**config.mk**
```make
export PLATFORM = sky130hd
export DESIGN_NAME = mac_accumulate_flat
export DESIGN_NICKNAME = d
export VERILOG_FILES = /design/src/rtl/mac_accumulate_if.sv /design/src/rtl/mac_accumulate.sv /design/src/flat_wrapper.sv
export SDC_FILE = /design/constraint.sdc
export NUM_CORES = 1
export LEC_CHECK = 0
export BUFFER_PORTS_ARGS = -buffer_cell sky130_fd_sc_hd__buf_2
export CAP_MARGIN = 10
export CORE_UTILIZATION = 25
export DETAILED_ROUTE_END_ITERATION = 12
export HOLD_SLACK_MARGIN = 0.12
export PLACE_DENSITY = 0.38
export SYNTH_ARGS = -nofsm -noshare
export SYNTH_HDL_FRONTEND = slang
export SYNTH_SLANG_ARGS = --single-unit
```
**constraint.sdc**
```tcl
create_clock -name clock -period 3.7 [get_ports clock]
set_input_delay 0.925 -clock clock [delete_from_list [all_inputs] [get_ports clock]]
set_output_delay 0.925 -clock clock [all_outputs]
set_load 0.01 [all_outputs]
```
**src/rtl/mac_accumulate_if.sv**
```systemverilog
// mac_accumulate_if: operand/result handshake bundle for mac_accumulate.
// Upstream drives in_*, clear and out_ready; the MAC drives the rest.
interface mac_accumulate_if;
  logic              in_valid;
  logic              in_ready;
  logic signed [3:0] in_a;
  logic signed [3:0] in_b;
  logic              in_last;
  logic              clear;
  logic              out_valid;
  logic              out_ready;
  logic signed [7:0] acc;
  logic signed [7:0] product;
  logic              overflow;

  modport master (
    output in_valid, in_a, in_b, in_last,
    output clear, out_ready,
    input  in_ready, out_valid,
    input  acc, product, overflow
  );

  modport slave (
    input  in_valid, in_a, in_b, in_last,
    input  clear, out_ready,
    output in_ready, out_valid,
    output acc, product, overflow
  );
endinterface

```
**src/rtl/mac_accumulate.sv**
```systemverilog
// mac_accumulate: 4x4 signed shift-add multiply, 8-bit accumulate.
// Ports: clock, reset_n (sync, active low), bus (mac_accumulate_if.slave).
// Build option: MAC_SATURATE_EN clamps the accumulator instead of wrapping.
module mac_accumulate (
  input logic             clock,
  input logic             reset_n,
  mac_accumulate_if.slave bus
);

  typedef enum logic [1:0] {
    IDLE,
    MULT,
    ACC,
    DONE
  } state_t;

  state_t            r_state;
  state_t            w_next;
  logic signed [3:0] r_a;
  logic signed [3:0] r_b;
  logic              r_last;
  logic [1:0]        r_step;
  logic signed [7:0] r_pp;
  logic signed [7:0] r_product;
  logic signed [7:0] r_acc;
  logic              r_ovf;

  logic signed [7:0] w_a_ext;
  logic signed [7:0] w_shift;
  logic signed [7:0] w_term;
  logic signed [7:0] w_pp_next;
  logic signed [8:0] w_sum;
  logic              w_sum_ovf;
  logic signed [7:0] w_acc_next;

  assign w_a_ext = {{4{r_a[3]}}, r_a};
  assign w_shift = w_a_ext << r_step;

  // Bit 3 of the multiplier carries weight -8, so its term is subtracted.
  always_comb begin
    w_term = '0;
    if (r_b[r_step]) begin
      if (r_step == 2'd3) w_term = -w_shift;
      else                w_term = w_shift;
    end
  end

  assign w_pp_next = r_pp + w_term;

  assign w_sum = {r_acc[7], r_acc}
               + {r_product[7], r_product};
  assign w_sum_ovf = w_sum[8] ^ w_sum[7];

`ifdef MAC_SATURATE_EN
  always_comb begin
    w_acc_next = w_sum[7:0];
    if (w_sum_ovf) begin
      if (w_sum[8]) w_acc_next = 8'sh80;
      else          w_acc_next = 8'sh7F;
    end
  end
`else
  assign w_acc_next = w_sum[7:0];
`endif

  always_ff @(posedge clock) begin
    if (!reset_n) r_state <= IDLE;
    else          r_state <= w_next;
  end

  always_comb begin
    w_next = r_state;
    if (bus.clear) begin
      w_next = IDLE;
    end else begin
      unique case (1'b1)
        (r_state == IDLE):
          if (bus.in_valid) w_next = MULT;
        (r_state == MULT):
          if (r_step == 2'd3) w_next = ACC;
        (r_state == ACC):
          w_next = r_last ? DONE : IDLE;
        (r_state == DONE):
          if (bus.out_ready) w_next = IDLE;
        default: w_next = IDLE;
      endcase
    end
  end

  always_ff @(posedge clock) begin
    if (!reset_n) begin
      r_a       <= '0;
      r_b       <= '0;
      r_last    <= 1'b0;
      r_step    <= '0;
      r_pp      <= '0;
      r_product <= '0;
      r_acc     <= '0;
      r_ovf     <= 1'b0;
    end else if (bus.clear) begin
      r_step <= '0;
      r_pp   <= '0;
      r_acc  <= '0;
      r_ovf  <= 1'b0;
    end else begin
      unique case (1'b1)
        (r_state == IDLE): begin
          if (bus.in_valid) begin
            r_a    <= bus.in_a;
            r_b    <= bus.in_b;
            r_last <= bus.in_last;
            r_step <= '0;
            r_pp   <= '0;
          end
        end
        (r_state == MULT): begin
          r_pp   <= w_pp_next;
          r_step <= r_step + 2'd1;
          if (r_step == 2'd3) r_product <= w_pp_next;
        end
        (r_state == ACC): begin
          r_acc <= w_acc_next;
          if (w_sum_ovf) r_ovf <= 1'b1;
        end
        (r_state == DONE): begin
          if (bus.out_ready) begin
            r_acc <= '0;
            r_ovf <= 1'b0;
          end
        end
        default: ;
      endcase
    end
  end

  assign bus.in_ready  = (r_state == IDLE);
  assign bus.out_valid = (r_state == DONE);
  assign bus.acc       = r_acc;
  assign bus.product   = r_product;
  assign bus.overflow  = r_ovf;

endmodule

```
**src/flat_wrapper.sv**
```systemverilog
// flat-port wrapper written by rule: the top's interface ports become plain ports
module mac_accumulate_flat 
  (clock, reset_n, bus_in_valid, bus_in_a, bus_in_b, bus_in_last, bus_clear, bus_out_ready, bus_in_ready, bus_out_valid, bus_acc, bus_product, bus_overflow);
  mac_accumulate_if bus_i ();
  input logic clock;
  input logic reset_n;
  input wire logic [$bits(bus_i.in_valid)-1:0] bus_in_valid;
  input wire logic [$bits(bus_i.in_a)-1:0] bus_in_a;
  input wire logic [$bits(bus_i.in_b)-1:0] bus_in_b;
  input wire logic [$bits(bus_i.in_last)-1:0] bus_in_last;
  input wire logic [$bits(bus_i.clear)-1:0] bus_clear;
  input wire logic [$bits(bus_i.out_ready)-1:0] bus_out_ready;
  output wire logic [$bits(bus_i.in_ready)-1:0] bus_in_ready;
  output wire logic [$bits(bus_i.out_valid)-1:0] bus_out_valid;
  output wire logic [$bits(bus_i.acc)-1:0] bus_acc;
  output wire logic [$bits(bus_i.product)-1:0] bus_product;
  output wire logic [$bits(bus_i.overflow)-1:0] bus_overflow;
  assign bus_i.in_valid = bus_in_valid;
  assign bus_i.in_a = bus_in_a;
  assign bus_i.in_b = bus_in_b;
  assign bus_i.in_last = bus_in_last;
  assign bus_i.clear = bus_clear;
  assign bus_i.out_ready = bus_out_ready;
  assign bus_in_ready = bus_i.in_ready;
  assign bus_out_valid = bus_i.out_valid;
  assign bus_acc = bus_i.acc;
  assign bus_product = bus_i.product;
  assign bus_overflow = bus_i.overflow;
  mac_accumulate u_core (.clock(clock), .reset_n(reset_n), .bus(bus_i));
endmodule
```
---- Word level (Yosys, flattened, before mapping) ----
Cells that the tools add are included.
operators by class
  add/sub/neg operators ................... 4
  $lt $le $gt $ge ......................... 1
  equal/unequal tests ..................... 8
  shifts and indexed selects .............. 1
  multiplexer cells ....................... 18
  bitwise gates (word level) .............. 3
  reductions and logical operators ........ 10
operators with widths
  operator             count
  $mux 8               4
  $pmux 8 s2           2
  $reduce_and 3->1     4
  $mux 2               5
  $add 8x8->9          1
  $add 8x8->8          1
  $neg 8->8            1
  $pmux 2 s4           1
  $shl 8x2->8          1
  $eq 2x2->1 const B   3
  $ne 2x2->1 const B   3
  $pmux 2 s2           1
  $reduce_and 2->1     2
  $reduce_bool 2->1    2
  $lt 2x3->1 const B   1
  $mux 1               3
  $add 2x1->2 const B  1
  $bmux 1 s2           1
  $eq 2x1->1 const B   1
  $logic_not 2->1      1
  $ne 2x1->1 const B   1
  $not 1->1            2
  $pmux 1 s2           1
  $reduce_or 2->1      1
  $xor 1x1->1          1
storage, ports and cells
  register bits after elaboration ......... 38
  input bits .............................. 14
  logic and storage cells ................. 54

---- Longest topological paths before layout ----
Gate-level depths: netlist of run 1.
  depth after elaboration ................. 6
  mapped depth ............................ 15
  gate-level depth less buffers ........... 14

---- Worst setup path before layout of run 1 ----
OpenSTA, ideal clock, no wires.
  path kind ............................... reg2reg
  start point ............................. register u_core.r_step[0]
  end point ............................... register u_core.r_product[6] (netlist: u_core.bus.product[6])
  library setup time ...................... 0.083 ns
  data arrival time ....................... 2.782 ns
  required time ........................... 3.617 ns
  path slack .............................. 0.835 ns
  stages on the path, launching flop included .. 14
  buffers on the path ..................... 1
  clock period less this slack ............ 2.865 ns
  cell sequence ........................... dfxtp_1 -> buf_6 -> mux2_2 -> nand2_1 -> ha_1 -> or3_1 -> a21boi_0 -> ha_1 -> nor2b_1 -> o21ai_0 -> a21boi_0 -> o21ai_0 -> or3b_2 -> o221ai_1
on the way
  word-level cells in the longest chain between the ends .. 5
  elaborated cells between the ends (all ways) .. 9
ends and longest elaborated chain
  what                      line                   text
  start: declaration        mac_accumulate.sv:22   logic [1:0] r_step;
  start signal: assignment  mac_accumulate.sv:118  r_step <= r_step + 2'd1;
  $shl 8x2->8               mac_accumulate.sv:37   assign w_shift = w_a_ext << r_step;
  $neg 8->8                 mac_accumulate.sv:43   if (r_step == 2'd3) w_term = -w_shift;
  $mux 8                    mac_accumulate.sv:43
  $mux 8                    mac_accumulate.sv:42   if (r_b[r_step]) begin
  $add 8x8->8               mac_accumulate.sv:48   assign w_pp_next = r_pp + w_term;
  end signal: assignment    mac_accumulate.sv:119  if (r_step == 2'd3) r_product <= w_pp_next;
  end: declaration          mac_accumulate.sv:24   logic signed [7:0] r_product;
Several ways; a longest one is shown, not always the timed one. The select of a mux whose other input is x is not followed.
A chain may end at the register's enable or synchronous reset.

---- Worst setup path in the final report of run 1 ----
  start point ............................. register u_core.r_step[1]
  end point ............................... register u_core.r_product[6] (netlist: u_core.bus.product[6])
Same word-level chain as after synthesis.

==> reports/qor.txt, run 1 <==
Final non-filler cell total: 452
RSZ-0062 raised after global routing: no
Setup violators final: 0
GRT Resource Usage Total: 13.6%
DRC: 0
Clk Latency, worst-skew pair: 290 ps
Clock slew at reported path FFs: 80 ps
Layout area overhead: 14.3%
Buf/Inv on CP: 0
Initial antenna violation count: 0
Slowest cell on crit path: dfxtp_1
Num CTS Buffers: 5
Critical path's top delay family: compound AO/OA/AOI/OAI gates
Hold_ws: 461 ps
CTS tree: done
Drt wl/cell: 13.5 µm
Most frequent cells in the layout: dfxtp_1, nand2_1, buf_2
Vias in the first global route: 2103
Minimum clock period after layout: 3280 ps
Worst-Margin Slew: 767 ps
Max incr delay on CP: 550 ps
Hold Path Class: flop to flop
Async set-or-reset flop fraction in the synthesized netlist: 0%
Max FO, Critical Path: 10
Achievable Freq: 305 MHz
First-pass GRT wire length: 10600 µm
Post-CTS Setup Bufs: 0
Iter 0 DRT Violations: 105
Worst Reg-to-Reg Cells: 11
Routability cong.: 0.751
CP most frequent cell: o21ai_0
Vias: 2075
PortBufs: 32
EDFF count, synth: 0
Avg Cell Area, Syn: 8.34 µm²
Startpoint Class: flop
Fin. Hold Viols: 0
Largest net degree at the start of global routing: 22
Critical Path Sink Type: flop
Net count after synthesis: 326
TritonRoute pass-1 iters: 4
Mapped cell area: 0.00244 mm²
Crit. path cell count: 11
Final non-filler cell area: 0.00279 mm²
# resized after CTS: 0
Congestion Overflow GR: 0
Slew Viols, Final: 0
Starting density of the core: 26.1%
Die W: 101 µm
Row count: 35
Layout Skew: 4.57 ps
Sequential fraction of the synthesis area: 31.1%
Outcome: finished clean
Tcrit/Tclk final: 88.7%
Diode count: 0
Peak supply drop: 0.000124 V
Top FF cell, synth: dfxtp_1
Yosys Warn Count: 0
Placed cell area: 0.00270 mm²
Cells after DPL: 444
Count of cell types in the netlist: 55
Post-route ant nets: 0
Max_slew headroom: 48.7%
Post-DP HPWL: 4620 µm
Die Span Y: 101 µm
Setup TNS: 0 ps
CTS Buffer Depth: 2
Max H-tree Level: 2
WHS Path Cells: 2
Total of max-cap violations: 0
Core area: 0.00937 mm²
Fin nets: 355
Share of cells above drive strength 1: 18.0%
Yosys reg bits: 38
Clock sink count: 38
Die area: 0.0102 mm²
Hold_buf cts: 0
WP data arrival: 3490 ps
Most common cell after layout, fill and taps aside: dfxtp_1
Crit Path Category: flop to flop
Routed vias/inst: 4.59
Critical Path RT: 3910 ps
Reg2reg setup slack: 420 ps
Routed WL: 6090 µm
# IOs: 33
Leakage: 1.11 nW
Syn Inst Count: 293
Clock root buffer: clkbuf_8
Cell Chain, Critical Path: mux2i_1 > o21ai_0 > or3_1 > a21boi_0 > ha_1 > nor2b_1 > o21ai_0 > a21boi_0 > o21ai_0 > or3b_2 > o221ai_1
Fill count: 1060
P per Cell Area: 281 mW/mm²
## kinds of logic (layout without fill, tap and decap cells)
family,after synthesis,in the layout,synth area share (%)
AO/OA/AOI/OAI,75,75,20.4
XOR/XNOR,11,11,3.94
buffers and inverters,28,58,5.99
multiplexers,10,10,4.71
AND/OR/NAND/NOR,112,112,23.5
adder cells (fa/ha/maj),19,19,10.3
flip-flops,38,38,31.1
## power by group
| group | switching (W) | internal, W |
|---|---|---|
| sequential | 0.00000720 | 0.000414 |
| combinational | 0.0000344 | 0.0000219 |
| clock | 0.000158 | 0.000150 |
## cells in the mapped netlist, types with 6 or more instances
| library cell | instances | area (µm²) |
|---|---|---|
| a22oi_1 | 11 | 82.6 |
| nand3_1 | 11 | 55.1 |
| clkbuf_1 | 7 | 26.3 |
| ha_1 | 17 | 213 |
| mux2i_1 | 7 | 70.1 |
| nor2b_1 | 11 | 68.8 |
| dfxtp_1 | 38 | 761 |
| a21oi_1 | 16 | 80.1 |
| nor2_1 | 27 | 101 |
| xnor2_1 | 7 | 61.3 |
| nand2_1 | 34 | 128 |
| or3_1 | 6 | 37.5 |
| inv_1 | 15 | 56.3 |
| o21ai_0 | 16 | 80.1 |
| a21boi_0 | 11 | 82.6 |
## sequential cells by signal, summed over array words and instances, names as in the netlist
| register | cells |
|---|---|
| u_core.r_b | 4 |
| u_core.r_pp | 8 |
| u_core.r_step | 2 |
| u_core.bus.acc | 8 |
| u_core.bus.overflow | 1 |
| u_core.bus.product | 8 |
| u_core.r_a | 4 |
| u_core.r_state | 2 |
| u_core.r_last | 1 |
## worst min-delay path: stages (launching register included)
cell and delay (ps):
dfxtp_1 310, nand2_1 40, a21boi_0 60
## through the flow
stage	setup slack, ps	total power (W)	utilization (%)
after CTS	437	0.000809	29.8
after global routing	58.6	0.000835	29.8
after global placement	559	0.000489	28.8
after detailed placement	463	0.000489	28.8
final	417	0.000785	29.8
after floorplan	835	0.000470	-
## layout make-up
class	instances	area, µm²	share of cell area, %
tap	129	161	5.78
timing repair buffer	35	183	6.54
clock buffer	6	82.6	2.96
sequential	38	761	27.2
clock inverter	2	12.5	0.448
inverter	15	56.3	2.02
multi-input combinational	227	1540	55.0
## path summary, 6_finish.rpt
| path | startpoint | endpoint |
|---|---|---|
| worst min-delay path | u_core.r_b[2]$_SDFFE_PN0P_ | u_core.r_b[2]$_SDFFE_PN0P_ |
| worst max register to register | u_core.r_step[1]$_SDFFE_PP0P_ | u_core.bus.product[6]$_SDFFE_PN0P_ |
| worst min register to register | u_core.r_b[2]$_SDFFE_PN0P_ | u_core.r_b[2]$_SDFFE_PN0P_ |
| worst max-delay path | u_core.r_step[1]$_SDFFE_PP0P_ | u_core.bus.product[6]$_SDFFE_PN0P_ |
## layer usage
metal | wire, µm | share of wire, % | up-vias | global-route usage [%]
li1 | - | - | 1094 | -
met1 | 3200 | 53 | 948 | 19.3
met2 | 2660 | 44 | 28 | 20.6
met3 | 163 | 2.7 | 5 | 2.29
met4 | 71 | 1.2 | 0 | 4.68
met5 | 0 | 0 | - | 0
Power figures use the tool's default switching activity.
==> run 2, diff against run 1 <==
- BUFFER_PORTS_ARGS: -buffer_cell sky130_fd_sc_hd__buf_2 -> default
- DONT_BUFFER_PORTS: default -> 1
- PLACE_DENSITY: 0.38 -> 0.35
==> run 2 against run 1 <==
Utilization is 1.5 points lower. Worst hold slack better by 2.8 ps. Critical endpoint unchanged. Critical path type unchanged. Worst setup slack better by 44 ps. Highest routed layer unchanged.
==> reports/qor.txt, run 2 (synthesis results as in run 1) <==
Crit path from: u_core.r_step[0]$_SDFFE_PP0P_
Most common cell after layout, fill and taps aside: dfxtp_1
Clock root buffer: clkbuf_8
Outcome: finished clean
Tcrit/Tclk final: 87.5% (-1.2 points)
Critical path's top delay family: simple AND/OR/NAND/NOR gates
GRT Resource Usage Total: 13.0% (-0.53 points)
Clock sink count: 38 (unchanged)
TritonRoute pass-1 iters: 4 (unchanged)
RSZ-0062 raised after global routing: no
Cell Chain, Critical Path: mux2_2 > nand2_1 > ha_1 > or3_1 > a21boi_0 > ha_1 > nor2b_1 > o21ai_0 > a21boi_0 > o21ai_0 > or3b_2 > o221ai_1
Startpoint Class: flop
Crit. path cell count: 12 (+1)
Routed WL: 6200 µm (+1.8%)
Drt wl/cell: 14.8 µm (+9.9%)
Worst r2r src: u_core.r_step[0]$_SDFFE_PP0P_
Critical Path Sink Type: flop
Vias: 1970 (-5.1%)
Max incr delay on CP: 540 ps (about the same)
Leakage: 0.963 nW (-13%)
Crit Path Category: flop to flop
Max_slew headroom: 47.5% (-1.3 points)
Diode count: 0 (unchanged)
CP endpoint: u_core.bus.product[6]$_SDFFE_PN0P_
Hold Path Class: flop to flop
Buf/Inv on CP: 0 (unchanged)
Post-CTS Setup Bufs: 0 (unchanged)
Vias in the first global route: 1990 (-5.4%)
Num CTS Buffers: 5 (unchanged)
Die Span Y: 101 µm (unchanged)
Peak supply drop: 0.000123 V (-1.2%)
# resized after CTS: 0 (unchanged)
Post-DP HPWL: 4770 µm (+3.3%)
Die area: 0.0102 mm² (unchanged)
Routed vias/inst: 4.70 (+2.4%)
FF/Latch Area: 761 µm² (unchanged)
CTS Buffer Depth: 2 (unchanged)
Largest net degree at the start of global routing: 22 (unchanged)
Post-route ant nets: 0 (unchanged)
PortBufs: 0 (-100%)
Worst-Margin Slew: 786 ps (+19.2 ps)
# IOs: 33 (unchanged)
Minimum clock period after layout: 3240 ps (-44.1 ps)
First-pass GRT wire length: 10200 µm (-3.4%)
Hold_buf cts: 0 (unchanged)
P per Cell Area: 314 mW/mm² (+12%)
Slew Viols, Final: 0 (unchanged)
FF-to-FF End: u_core.bus.product[6]$_SDFFE_PN0P_
Die W: 101 µm (unchanged)
Worst Reg-to-Reg Cells: 12 (+1)
Clk Latency, worst-skew pair: 290 ps (about the same)
Starting density of the core: 26.1% (unchanged)
Most frequent cells in the layout: dfxtp_1, nand2_1, nor2_1
Routability cong.: 0.762 (+1.5%)
Max H-tree Level: 2 (unchanged)
Congestion Overflow GR: 0 (unchanged)
Hold_sp: u_core.r_b[0]$_SDFFE_PN0P_
Critical Path RT: 3900 ps (about the same)
Fill count: 1052 (-0.75%)
CTS tree: done
Layout Skew: 8.37 ps (+3.80 ps)
Initial antenna violation count: 0 (unchanged)
Slowest cell on crit path: dfxtp_1
Layout area overhead: 8.65%
Iter 0 DRT Violations: 50 (-52%)
Total of max-cap violations: 0 (unchanged)
Total Power: 0.000833 W (+6.1%)
DRC: 0 (unchanged)
Setup violators final: 0 (unchanged)
Share of cells above drive strength 1: 8.97% (-9.0 points)
Reg2reg setup slack: 460 ps (+40 ps)
Fin nets: 323 (-9.0%)
Achievable Freq: 309 MHz (+1.4%)
Row count: 35 (unchanged)
Core area: 0.00937 mm² (unchanged)
Setup TNS: 0 ps (unchanged)
WP data arrival: 3440 ps (-50 ps)
Max FO, Critical Path: 10 (unchanged)
Multi-input gate area: 0.00154 mm² (+0.33%)
Fin. Hold Viols: 0 (unchanged)
Clock slew at reported path FFs: 80 ps (about the same)
-- run 2: routing by layer --
layer  GRT usage (%)  wire length, µm  share of wire (%)
met5               0                0                  0
met4            3.01               38               0.61
met3            2.91              270                4.4
met1            17.9             3170                 51
met2            20.7             2720                 44
-- run 2: layout make-up --
class	instances	area share, %
Sequential cell	38	28.7
Timing Repair Buffer	3	0.848
Tap cell	129	6.08
Multi-Input combinational cell	227	58.1
Clock inverter	1	1.13
Clock buffer	6	3.11
Inverter	15	2.12
-- run 2: worst min-delay path by stage --
| stage | cells past startpoint | slack (ps) | endpoint |
|---|---|---|---|
| 6_report | 2 | 460 | u_core.r_b[0]$_SDFFE_PN0P_ |
| 5_1_grt | 2 | 490 | u_core.r_b[0]$_SDFFE_PN0P_ |
| 3_5_place_dp | 2 | 460 | u_core.r_b[2]$_SDFFE_PN0P_ |
| 4_1_cts | 2 | 470 | u_core.r_b[2]$_SDFFE_PN0P_ |
| 3_3_place_gp | 2 | 460 | u_core.r_b[2]$_SDFFE_PN0P_ |
| 2_1_floorplan | 2 | 440 | u_core.r_b[2]$_SDFFE_PN0P_ |
-- run 2: stage by stage --
stage	cells	util, %	hold slack [ps]	area (µm²)	setup WS (ps)
2_1_floorplan	293	-	440	2440	835
3_3_place_gp	412	27.1	460	2540	560
3_5_place_dp	412	27.1	456	2540	462
4_1_cts	419	28.3	468	2660	417
5_1_grt	419	28.3	489	2660	183
6_report	419	28.3	464	2660	461
-- run 2: worst min-delay path: cells and delay by family, from the launching register on --
| kind | cells | cell delay (ps) |
|---|---|---|
| flops | 1 | 310 |
| compound gates | 1 | 60 |
| simple gates | 1 | 40 |
-- run 2: report_power, final --
part | switching, W | internal, W | total, W
clock network | 0.000150 | 0.000216 | 0.000366
logic | 0.0000282 | 0.0000171 | 0.0000453
registers | 0.00000731 | 0.000414 | 0.000421
==> run 3, diff against run 2 <==
- MAX_ROUTING_LAYER: default -> met4
- SKIP_CTS_REPAIR_TIMING: default -> 1
==> run 3 against run 2 <==
Sequential share of layout area unchanged. Total power hardly changed. Critical path depth stayed put. Worst hold slack hardly changed. Critical endpoint unchanged.
==> reports/qor.txt, run 3 (synthesis results as in run 1) <==
Routed vias/inst: 4.69 (-0.15%)
Critical Path RT: 3900 ps (about the same)
Startpoint Class: flop
Routability cong.: 0.772 (+1.3%)
DRC: 0 (unchanged)
WP data arrival: 3440 ps (about the same)
Iter 0 DRT Violations: 49 (-2.0%)
Starting density of the core: 26.1% (unchanged)
Diode count: 0 (unchanged)
TritonRoute pass-1 iters: 4 (unchanged)
RSZ-0062 raised after global routing: no
Buf/Inv on CP: 0 (unchanged)
First-pass GRT wire length: 10200 µm (about the same)
Fin nets: 323 (unchanged)
Max H-tree Level: 2 (unchanged)
Max_slew headroom: 48.7% (+1.3 points)
Congestion Overflow GR: 0 (unchanged)
Die W: 101 µm (unchanged)
Most frequent cells in the layout: dfxtp_1, nand2_1, nor2_1
Layout area overhead: 8.65% (unchanged)
Crit Path Category: flop to flop
Layout Utilization: 28.3% (unchanged)
Critical Path Sink Type: flop
CTS tree: done
Global route hottest layer: met2
Post-route ant nets: 0 (unchanged)
Max FO, Critical Path: 10 (unchanged)
# IOs: 33 (unchanged)
Total Power: 0.000833 W (about the same)
Clock slew at reported path FFs: 80 ps (about the same)
Fin. Hold Viols: 0 (unchanged)
Layout Skew: 9.06 ps (+0.690 ps)
Cells after DPL: 412 (unchanged)
Routed WL: 6190 µm (about the same)
GRT Resource Usage Total: 13.4% (+0.40 points)
Minimum clock period after layout: 3240 ps (+1.03 ps)
Setup TNS: 0 ps (unchanged)
Cell Chain, Critical Path: mux2_2 > nand2_1 > ha_1 > or3_1 > a21boi_0 > ha_1 > nor2b_1 > o21ai_0 > a21boi_0 > o21ai_0 > or3b_2 > o221ai_1
CTS Buffer Depth: 2 (unchanged)
Peak supply drop: 0.000123 V (about the same)
Core area: 0.00937 mm² (unchanged)
Vias: 1967 (-0.15%)
Leakage: 0.963 nW (unchanged)
Row count: 35 (unchanged)
P per Cell Area: 314 mW/mm² (about the same)
Hold Path Class: flop to flop
Tcrit/Tclk final: 87.6% (about the same)
Met3 Use GR: 2.84% (-0.069 points)
Vias in the first global route: 1989 (-0.050%)
Clock root buffer: clkbuf_8
Drt wl/cell: 14.8 µm (about the same)
Outcome: finished clean
Achievable Freq: 309 MHz (about the same)
Clk Latency, worst-skew pair: 290 ps (about the same)
Hold_ws: 464 ps (+0.125 ps)
Total of max-cap violations: 0 (unchanged)
Die area: 0.0102 mm² (unchanged)
Fill count: 1052 (unchanged)
Most common cell after layout, fill and taps aside: dfxtp_1
Slowest cell on crit path: dfxtp_1
Initial antenna violation count: 0 (unchanged)
Clock sink count: 38 (unchanged)
Num CTS Buffers: 5 (unchanged)
Max incr delay on CP: 540 ps (about the same)
Largest net degree at the start of global routing: 22 (unchanged)
Final non-filler cell total: 419 (unchanged)
Post-DP HPWL: 4770 µm (unchanged)
Met1 usage: 18.0% (+0.13 points)
Setup violators final: 0 (unchanged)
Critical path's top delay family: simple AND/OR/NAND/NOR gates
Share of cells above drive strength 1: 8.97% (unchanged)
Die Span Y: 101 µm (unchanged)
Slew Viols, Final: 0 (unchanged)
Worst-Margin Slew: 767 ps (-19.2 ps)
Met2 Track Usage GR: 20.7% (-0.053 points)
PortBufs: 0 (unchanged)
-- run 3: path summary, 6_finish.rpt --
| check | start | to | slack (ps) | depth (start not counted) |
|---|---|---|---|---|
| min | u_core.r_b[0]$_SDFFE_PN0P_ | u_core.r_b[0]$_SDFFE_PN0P_ | 460 | 2 |
| max | u_core.r_step[0]$_SDFFE_PP0P_ | u_core.bus.product[6]$_SDFFE_PN0P_ | 460 | 12 |
| max reg2reg | u_core.r_step[0]$_SDFFE_PP0P_ | u_core.bus.product[6]$_SDFFE_PN0P_ | 460 | 12 |
| min reg2reg | u_core.r_b[0]$_SDFFE_PN0P_ | u_core.r_b[0]$_SDFFE_PN0P_ | 460 | 2 |
-- run 3: tightest hold or removal path: cells and delay by family (launching register included) --
kind	cells	cell delay [ps]
flip-flops	1	310
AO/OA/AOI/OAI	1	60
AND/OR/NAND/NOR	1	40
-- run 3: cell type report --
class                      count  area [µm²]  area share [%]
multi-input combinational    227        1540            58.1
inverter                      15        56.3            2.12
clock inverter                 1        30.0            1.13
timing repair buffer           3        22.5           0.848
clock buffer                   6        82.6            3.11
sequential                    38         761            28.7
tap                          129         161            6.08
-- run 3: through the flow --
step / setup WS [ps] / cell area (µm²)
after global routing: 183 / 2660
after global placement: 560 / 2540
after floorplan: 835 / 2440
after detailed placement: 462 / 2540
after CTS: 417 / 2660
final: 460 / 2660
-- run 3: report_power, final --
group / total (W) / leakage, nW / internal, W / switching, W
combinational: 0.0000453 / 0.598 / 0.0000171 / 0.0000283
sequential: 0.000421 / 0.307 / 0.000414 / 0.00000734
clock: 0.000366 / 0.0573 / 0.000216 / 0.000150
-- run 3: metal layers --
layer | vias to the layer above | wire [µm] | part of all wire, %
met5 | - | 0 | 0
met4 | 0 | 36 | 0.58
met3 | 4 | 270 | 4.4
met2 | 36 | 2710 | 44
met1 | 900 | 3180 | 51
li1 | 1027 | - | -
